--- src/rtl/bdg_pkg.sv ---
// ----------------------------------------------------------------------------
// bdg_pkg
// Shared definitions for the birth-date digit sequencer.
//   state_t             : sequencer FSM states
//   BIRTH_CODE_DEFAULT  : default packed-BCD code (digit 0 in the top nibble)
//   bcd_valid()         : true when a digit value is a legal BCD digit (0..9)
// ----------------------------------------------------------------------------
package bdg_pkg;

    typedef enum logic [1:0] {
        ST_IDLE = 2'd0,
        ST_RUN  = 2'd1,
        ST_DONE = 2'd2
    } state_t;

    localparam logic [31:0] BIRTH_CODE_DEFAULT = 32'h19970728;

    function automatic logic bcd_valid(input logic [31:0] digit);
        return (digit <= 32'd9);
    endfunction

endpackage

--- src/rtl/birth_digit_sequencer_if.sv ---
// ----------------------------------------------------------------------------
// birth_digit_sequencer_if
// Control, digit stream and random-access lookup signals of the sequencer.
//   master : controller / consumer side (drives start, stop, mode_loop,
//            dout_ready, sel_idx)
//   slave  : sequencer side (drives dout_*, busy, done, bcd_err, sel_digit)
// ----------------------------------------------------------------------------
interface birth_digit_sequencer_if #(
    parameter int DIGIT_W = 4,
    parameter int IDX_W   = 3
);
    logic               start;
    logic               stop;
    logic               mode_loop;
    logic               dout_ready;
    logic               dout_valid;
    logic [DIGIT_W-1:0] dout_digit;
    logic [IDX_W-1:0]   dout_index;
    logic               busy;
    logic               done;
    logic               bcd_err;
    logic [IDX_W-1:0]   sel_idx;
    logic [DIGIT_W-1:0] sel_digit;

    modport master (
        output start, stop, mode_loop, dout_ready, sel_idx,
        input  dout_valid, dout_digit, dout_index, busy, done, bcd_err, sel_digit
    );

    modport slave (
        input  start, stop, mode_loop, dout_ready, sel_idx,
        output dout_valid, dout_digit, dout_index, busy, done, bcd_err, sel_digit
    );
endinterface

--- src/rtl/birth_digit_rom.sv ---
// ----------------------------------------------------------------------------
// birth_digit_rom
// Combinational index -> digit lookup into a packed code constant.
// Digit 0 is the most-significant field; out-of-range indices read as 0.
//   i_idx   : digit index
//   o_digit : selected digit
// ----------------------------------------------------------------------------
module birth_digit_rom #(
    parameter int                              NUM_DIGITS = 8,
    parameter int                              DIGIT_W    = 4,
    parameter int                              IDX_W      = 3,
    parameter logic [NUM_DIGITS*DIGIT_W-1:0]   CODE       = '0
) (
    input  logic [IDX_W-1:0]   i_idx,
    output logic [DIGIT_W-1:0] o_digit
);

    always_comb begin
        o_digit = '0;
        for (int i = 0; i < NUM_DIGITS; i++) begin
            if (i_idx == IDX_W'(i)) begin
                o_digit = CODE[(NUM_DIGITS-1-i)*DIGIT_W +: DIGIT_W];
            end
        end
    end

endmodule

--- src/rtl/birth_digit_sequencer.sv ---
// ----------------------------------------------------------------------------
// birth_digit_sequencer
// Streams the digits of CODE over a valid/ready interface, one-shot or
// looping, and offers a combinational random-access lookup of the same code.
//   clk   : rising-edge clock
//   rst_n : asynchronous active-low reset
//   bus   : slave side of birth_digit_sequencer_if (control, stream, lookup)
//
//   state   | meaning
//   --------+-----------------------------------------------------------
//   ST_IDLE | waiting for start; last digit/index held, valid low
//   ST_RUN  | presenting dout_digit/dout_index with valid high
//   ST_DONE | single cycle after a one-shot sequence, done pulse high
// ----------------------------------------------------------------------------
module birth_digit_sequencer
    import bdg_pkg::*;
#(
    parameter int                            NUM_DIGITS = 8,
    parameter int                            DIGIT_W    = 4,
    parameter logic [NUM_DIGITS*DIGIT_W-1:0] CODE       = (NUM_DIGITS*DIGIT_W)'(BIRTH_CODE_DEFAULT)
) (
    input  logic                  clk,
    input  logic                  rst_n,
    birth_digit_sequencer_if.slave bus
);

    localparam int IDX_W = (NUM_DIGITS > 1) ? $clog2(NUM_DIGITS) : 1;

    state_t             r_state;
    logic               r_loop;
    logic               r_valid;
    logic               r_busy;
    logic               r_done;
    logic               r_bcd_err;
    logic [IDX_W-1:0]   r_idx;
    logic [DIGIT_W-1:0] r_digit;

    logic               w_hs;
    logic               w_last;
    logic [IDX_W-1:0]   w_next_idx;
    logic [IDX_W-1:0]   w_rom_idx;
    logic [DIGIT_W-1:0] w_rom_digit;
    logic [DIGIT_W-1:0] w_sel_digit;

    assign w_hs       = r_valid & bus.dout_ready;
    assign w_last     = (r_idx == IDX_W'(NUM_DIGITS - 1));
    assign w_next_idx = w_last ? '0 : r_idx + IDX_W'(1);
    // The ROM looks up whichever digit gets loaded at the next edge:
    // digit 0 on a start from IDLE, the successor during RUN.
    assign w_rom_idx  = (r_state == ST_RUN) ? w_next_idx : '0;

    birth_digit_rom #(
        .NUM_DIGITS (NUM_DIGITS),
        .DIGIT_W    (DIGIT_W),
        .IDX_W      (IDX_W),
        .CODE       (CODE)
    ) u_rom_seq (
        .i_idx   (w_rom_idx),
        .o_digit (w_rom_digit)
    );

    birth_digit_rom #(
        .NUM_DIGITS (NUM_DIGITS),
        .DIGIT_W    (DIGIT_W),
        .IDX_W      (IDX_W),
        .CODE       (CODE)
    ) u_rom_sel (
        .i_idx   (bus.sel_idx),
        .o_digit (w_sel_digit)
    );

    always_ff @(posedge clk or negedge rst_n) begin
        if (!rst_n) begin
            r_state   <= ST_IDLE;
            r_loop    <= 1'b0;
            r_valid   <= 1'b0;
            r_busy    <= 1'b0;
            r_done    <= 1'b0;
            r_bcd_err <= 1'b0;
            r_idx     <= '0;
            r_digit   <= '0;
        end else begin
            case (r_state)
                ST_IDLE: begin
                    r_done <= 1'b0;
                    if (bus.start) begin
                        r_state   <= ST_RUN;
                        r_loop    <= bus.mode_loop;
                        r_bcd_err <= 1'b0;
                        r_idx     <= '0;
                        r_digit   <= w_rom_digit;
                        r_valid   <= 1'b1;
                        r_busy    <= 1'b1;
                    end
                end
                ST_RUN: begin
                    // An accepted digit is checked even when stop aborts
                    // in the same cycle.
                    if (w_hs && !bcd_valid(32'(r_digit))) begin
                        r_bcd_err <= 1'b1;
                    end
                    if (bus.stop) begin
                        r_state <= ST_IDLE;
                        r_valid <= 1'b0;
                        r_busy  <= 1'b0;
                    end else if (w_hs) begin
                        if (w_last && !r_loop) begin
                            r_state <= ST_DONE;
                            r_valid <= 1'b0;
                            r_busy  <= 1'b0;
                            r_done  <= 1'b1;
                        end else begin
                            r_idx   <= w_next_idx;
                            r_digit <= w_rom_digit;
                        end
                    end
                end
                ST_DONE: begin
                    r_state <= ST_IDLE;
                    r_done  <= 1'b0;
                end
                default: begin
                    r_state <= ST_IDLE;
                    r_valid <= 1'b0;
                    r_busy  <= 1'b0;
                    r_done  <= 1'b0;
                end
            endcase
        end
    end

    assign bus.dout_valid = r_valid;
    assign bus.dout_digit = r_digit;
    assign bus.dout_index = r_idx;
    assign bus.busy       = r_busy;
    assign bus.done       = r_done;
    assign bus.bcd_err    = r_bcd_err;
    assign bus.sel_digit  = w_sel_digit;

endmodule

--- src/flat_wrapper.sv ---
// flat-port wrapper written by rule: the top's interface ports become plain ports
module birth_digit_sequencer_flat import bdg_pkg::*;
#(
    parameter int                            NUM_DIGITS = 8,
    parameter int                            DIGIT_W    = 4,
    parameter logic [NUM_DIGITS*DIGIT_W-1:0] CODE       = (NUM_DIGITS*DIGIT_W)'(BIRTH_CODE_DEFAULT)
)
  (clk, rst_n, bus_start, bus_stop, bus_mode_loop, bus_dout_ready, bus_sel_idx, bus_dout_valid, bus_dout_digit, bus_dout_index, bus_busy, bus_done, bus_bcd_err, bus_sel_digit);
  birth_digit_sequencer_if #(.DIGIT_W(DIGIT_W), .IDX_W(3)) bus_i ();
  input  logic clk;
  input  logic rst_n;
  input wire logic [$bits(bus_i.start)-1:0] bus_start;
  input wire logic [$bits(bus_i.stop)-1:0] bus_stop;
  input wire logic [$bits(bus_i.mode_loop)-1:0] bus_mode_loop;
  input wire logic [$bits(bus_i.dout_ready)-1:0] bus_dout_ready;
  input wire logic [$bits(bus_i.sel_idx)-1:0] bus_sel_idx;
  output wire logic [$bits(bus_i.dout_valid)-1:0] bus_dout_valid;
  output wire logic [$bits(bus_i.dout_digit)-1:0] bus_dout_digit;
  output wire logic [$bits(bus_i.dout_index)-1:0] bus_dout_index;
  output wire logic [$bits(bus_i.busy)-1:0] bus_busy;
  output wire logic [$bits(bus_i.done)-1:0] bus_done;
  output wire logic [$bits(bus_i.bcd_err)-1:0] bus_bcd_err;
  output wire logic [$bits(bus_i.sel_digit)-1:0] bus_sel_digit;
  assign bus_i.start = bus_start;
  assign bus_i.stop = bus_stop;
  assign bus_i.mode_loop = bus_mode_loop;
  assign bus_i.dout_ready = bus_dout_ready;
  assign bus_i.sel_idx = bus_sel_idx;
  assign bus_dout_valid = bus_i.dout_valid;
  assign bus_dout_digit = bus_i.dout_digit;
  assign bus_dout_index = bus_i.dout_index;
  assign bus_busy = bus_i.busy;
  assign bus_done = bus_i.done;
  assign bus_bcd_err = bus_i.bcd_err;
  assign bus_sel_digit = bus_i.sel_digit;
  birth_digit_sequencer #(.NUM_DIGITS(NUM_DIGITS), .DIGIT_W(DIGIT_W), .CODE(CODE)) u_core (.clk(clk), .rst_n(rst_n), .bus(bus_i));
endmodule
--- config.mk ---
export PLATFORM = sky130hd
export DESIGN_NAME = birth_digit_sequencer_flat
export DESIGN_NICKNAME = d
export VERILOG_FILES = /design/src/rtl/bdg_pkg.sv /design/src/rtl/birth_digit_sequencer_if.sv /design/src/rtl/birth_digit_rom.sv /design/src/rtl/birth_digit_sequencer.sv /design/src/flat_wrapper.sv
export SDC_FILE = /design/constraint.sdc
export NUM_CORES = 1
export LEC_CHECK = 0
export ABC_AREA = 0
export BUFFER_PORTS_ARGS = -buffer_cell sky130_fd_sc_hd__buf_2
export CAP_MARGIN = 20
export CORE_UTILIZATION = 52
export DETAILED_ROUTE_END_ITERATION = 12
export MAX_ROUTING_LAYER = met4
export PLACE_DENSITY = 0.8
export SETUP_SLACK_MARGIN = 0.02
export SLEW_MARGIN = 20
export SYNTH_ARGS = -nofsm -noshare
export SYNTH_HDL_FRONTEND = slang
export SYNTH_HIERARCHICAL = 1
export SYNTH_SLANG_ARGS = --single-unit
export TNS_END_PERCENT = 100
--- constraint.sdc ---
create_clock -name clk -period 6.1 [get_ports clk]
set_input_delay 0.305 -clock clk [delete_from_list [all_inputs] [get_ports clk]]
set_output_delay 0.305 -clock clk [all_outputs]
set_load 0.005 [all_outputs]
==> impl_results.md <==
- Outcome: finished, final reports clean
- Cell Chain, Critical Path: ha_1 > ha_1 > nor3b_1 > nor3b_1 > a21o_1 > mux2_4
- Die Area: 0.00166 sq mm
- Synth Instances: 72
- RSZ-0062 raised after global routing: no
- Initial antenna violation count: 0
- Largest area contributor in the netlist: dfrtp_1
- Synth Area per Inst: around 11 sq um
- DRT Pass-1 Iters: 4
- Tightest Pin Transition: 0.770 ns
- Top-area cell type share of the netlist area: 41.8%
- Clock Tree Buf Depth: 2
- Min cycle time layout: 2.18 ns
- Num Clock Sinks: 13
- GRT Total Usage: 22.5%
- Worst setup EP type: flop
- Via count: 611
- Root Driver: clkbuf_4
- Rows: 13
- Starting DRC count in detailed routing: 11
- Pleak: 0.473 nW
- Worst-case reg-to-reg path depth: 6
- Max stage delay on crit path: 0.66 ns
- Post-DRT Antenna Nets: 0
- Worst clock skew: 0.00586 ns
- Max Clk Rate: 458 MHz
- Die W: ~41 um
- Power per cell area: 235 mW/mm^2
- Netlist cell types: 30
- Hold crit path type: in2reg
- Top Family by Delay on Critical Path: simple AND/OR/NAND/NOR gates
- Final Wtd Congestion: 0.745
- Die height: around 40 um
- # DRC: 0
- Layout fillers: 122
- DR vias/cell: approximately 5.4
- Mapped Area: 778 sq um
- Top cells by area, synth: dfrtp_1 42%, mux2_4 7.7%, xnor2_1 4.5%, a22o_1 3.4%, ha_1 3.2%
- Final Util: 68.9%
- Port bufs: 23
- Worst Path Buf+Inv: 0
- Peak VDD IR: around 0.00014 V
- TritonCTS Buffers: 3
- Crit-path max FO: 6
- Synthesis Warnings: 6
- Initial Util: 57.6%
- First-pass GRT wire length: 2300 um
- Hold buffer count at CTS: 1
- CTS clk-pin slew, worst paths: 0.08 ns
- N_diodes: 0
- Placeable Area: 0.00135 sq mm
- Setup violation total in the final timing report: 0
- Pwr Total: between 0.2 and 0.25 mW
- Slew headroom: between 40% and 50%
- CP Depth: 6
- Synthesis-to-finish area growth: 19.5%
- Fin. max-slew vios: 0
- Worst skew pair latency: around 0.26 ns
- Net Count, Synth: between 80 and 90
- Hold depth: 2
- Fin nets: 110
- Non-Filler Instances: about 110
- Grt ovf: 0
- Max_cap viols: 0
- # H-tree levels: 1
- Worst EP arrival: 2.34 ns
- Synth Register Bits: 13
- WL final: 1480 um
- # IOs: 24
- Dpl hpwl: 1130 um
- CTS tree: yes
- Setup TNS: 0 ns
- Final hold violations: 0
- Largest net degree at the start of global routing: 14
- Resized cells post-CTS: 0
- Setup crit start kind: flop
- Critical Path RT: about 6.3 ns
- Vias in the first global route: 568
- DR WL/cell: ~13 um
- Setup bufs post-CTS: 0
- Worst hold slack: 0.269 ns
- Layout cells sized above 1: 33.7%
- Final Cycle Share: 35.8%
- Crit path kind: reg2reg
- Sequential-to-total area share from yosys stat: between 40% and 50%
- Slowest library cell on the worst path: nor3b_1
- # placed instances: ~110
-- cell families after synthesis --
| group | after synthesis | share of synthesized area, % |
|---|---|---|
| fa+ha+maj | 2 | 3.21 |
| xor+xnor | 4 | 4.50 |
| mux | 7 | 11.7 |
| compound gates | 17 | 16.4 |
| simple gates | 22 | 17.5 |
| buf+inv | 7 | 4.82 |
| flops | 13 | 41.8 |
-- power by group --
part           total (mW)  switching [mW]  internal, mW
clock network      0.0504          0.0252        0.0252
registers           0.106          0.0106        0.0958
logic              0.0615          0.0286        0.0330
total               0.218          0.0644         0.154
-- metrics by stage --
step | setup slack, ns | area, sq um
after floorplan | 4.12 | 778
after global routing | 3.76 | 930
after detailed placement | 3.95 | 893
final | 3.92 | 930
after CTS | 3.95 | 930
after global placement | 4.06 | 893
-- Yosys cell counts --
cell type and count:
buf_4 1, nand3b_1 1, xnor2_1 4, nor3_1 2
ha_1 2, a22o_1 3, o32a_1 1, nor3b_1 3
mux2_1 1, inv_1 5, o21ai_0 3, nand2_1 2
or2_1 1, a21o_1 2, a2111oi_2 1, and4b_1 1
nand2b_4 1, a2111oi_0 1, nand2b_2 1, dfrtp_1 13
mux2i_1 2, mux2_4 4, buf_6 1, and2_1 1
nand2b_1 2, o21a_1 1, a311o_1 1, nor2b_1 2
nor2_1 5, a21oi_1 4
-- cell usage in the layout, fill, tap and decap left out --
cell type,Yosys,routed
buf_2,0,23
dfrtp_1,13,13
nor2_1,5,5
inv_1,5,5
mux2_4,4,4
a21oi_1,4,4
xnor2_1,4,4
clkbuf_4,0,3
nor3b_1,3,3
o21ai_0,3,3
a22o_1,3,3
nor3_1,2,2
nor2b_1,2,2
nand2b_1,2,2
ha_1,2,2
nand2_1,2,2
mux2i_1,2,2
a21o_1,2,2
clkbuf_1,0,1
dlygate4sd3_1,0,1
nand2b_4,1,1
and2_1,1,1
nand3b_1,1,1
nand2b_2,1,1
o32a_1,1,1
o21a_1,1,1
and4b_1,1,1
a2111oi_2,1,1
a2111oi_0,1,1
or2_1,1,1
mux2_1,1,1
a311o_1,1,1
-- flip-flops by register name, indices dropped and copies added, names as in the netlist --
| name | flops |
|---|---|
| u_core/bus.done | 1 |
| u_core/r_loop | 1 |
| u_core/bus.bcd_err | 1 |
| u_core/bus.dout_index | 3 |
| u_core/bus.dout_digit | 4 |
| u_core/bus.busy | 1 |
| u_core/r_state | 2 |
-- path summary, 6_finish.rpt --
path                       slack, ns                        to                     start
max                             3.92  u_core/bus.dout_digit[3]  u_core/bus.dout_index[0]
min                             0.27             u_core/r_loop             bus_mode_loop
max reg2reg                     3.92  u_core/bus.dout_digit[3]  u_core/bus.dout_index[0]
min reg2reg                     0.49           u_core/bus.done           u_core/bus.done
max in group asynchronous       5.42  u_core/bus.dout_index[1]                     rst_n
min in group asynchronous       0.45  u_core/bus.dout_digit[3]                     rst_n
-- cell type report --
| class | instances | area, sq um | area share [%] |
|---|---|---|---|
| inverter | 5 | 18.8 | 2.02 |
| sequential | 13 | 325 | 35.0 |
| timing repair buffer | 24 | 125 | 13.5 |
| multi-input combinational | 52 | 415 | 44.7 |
| tap | 15 | 18.8 | 2.02 |
| clock buffer | 4 | 26.3 | 2.83 |
-- layer usage --
layer  global-route usage [%]  part of all wire, %
met1                     25.3                   48
met2                     39.3                   47
met3                     3.26                  3.6
met4                     10.0                 0.54
met5                        -                    0
Power figures use the tool's default switching activity.
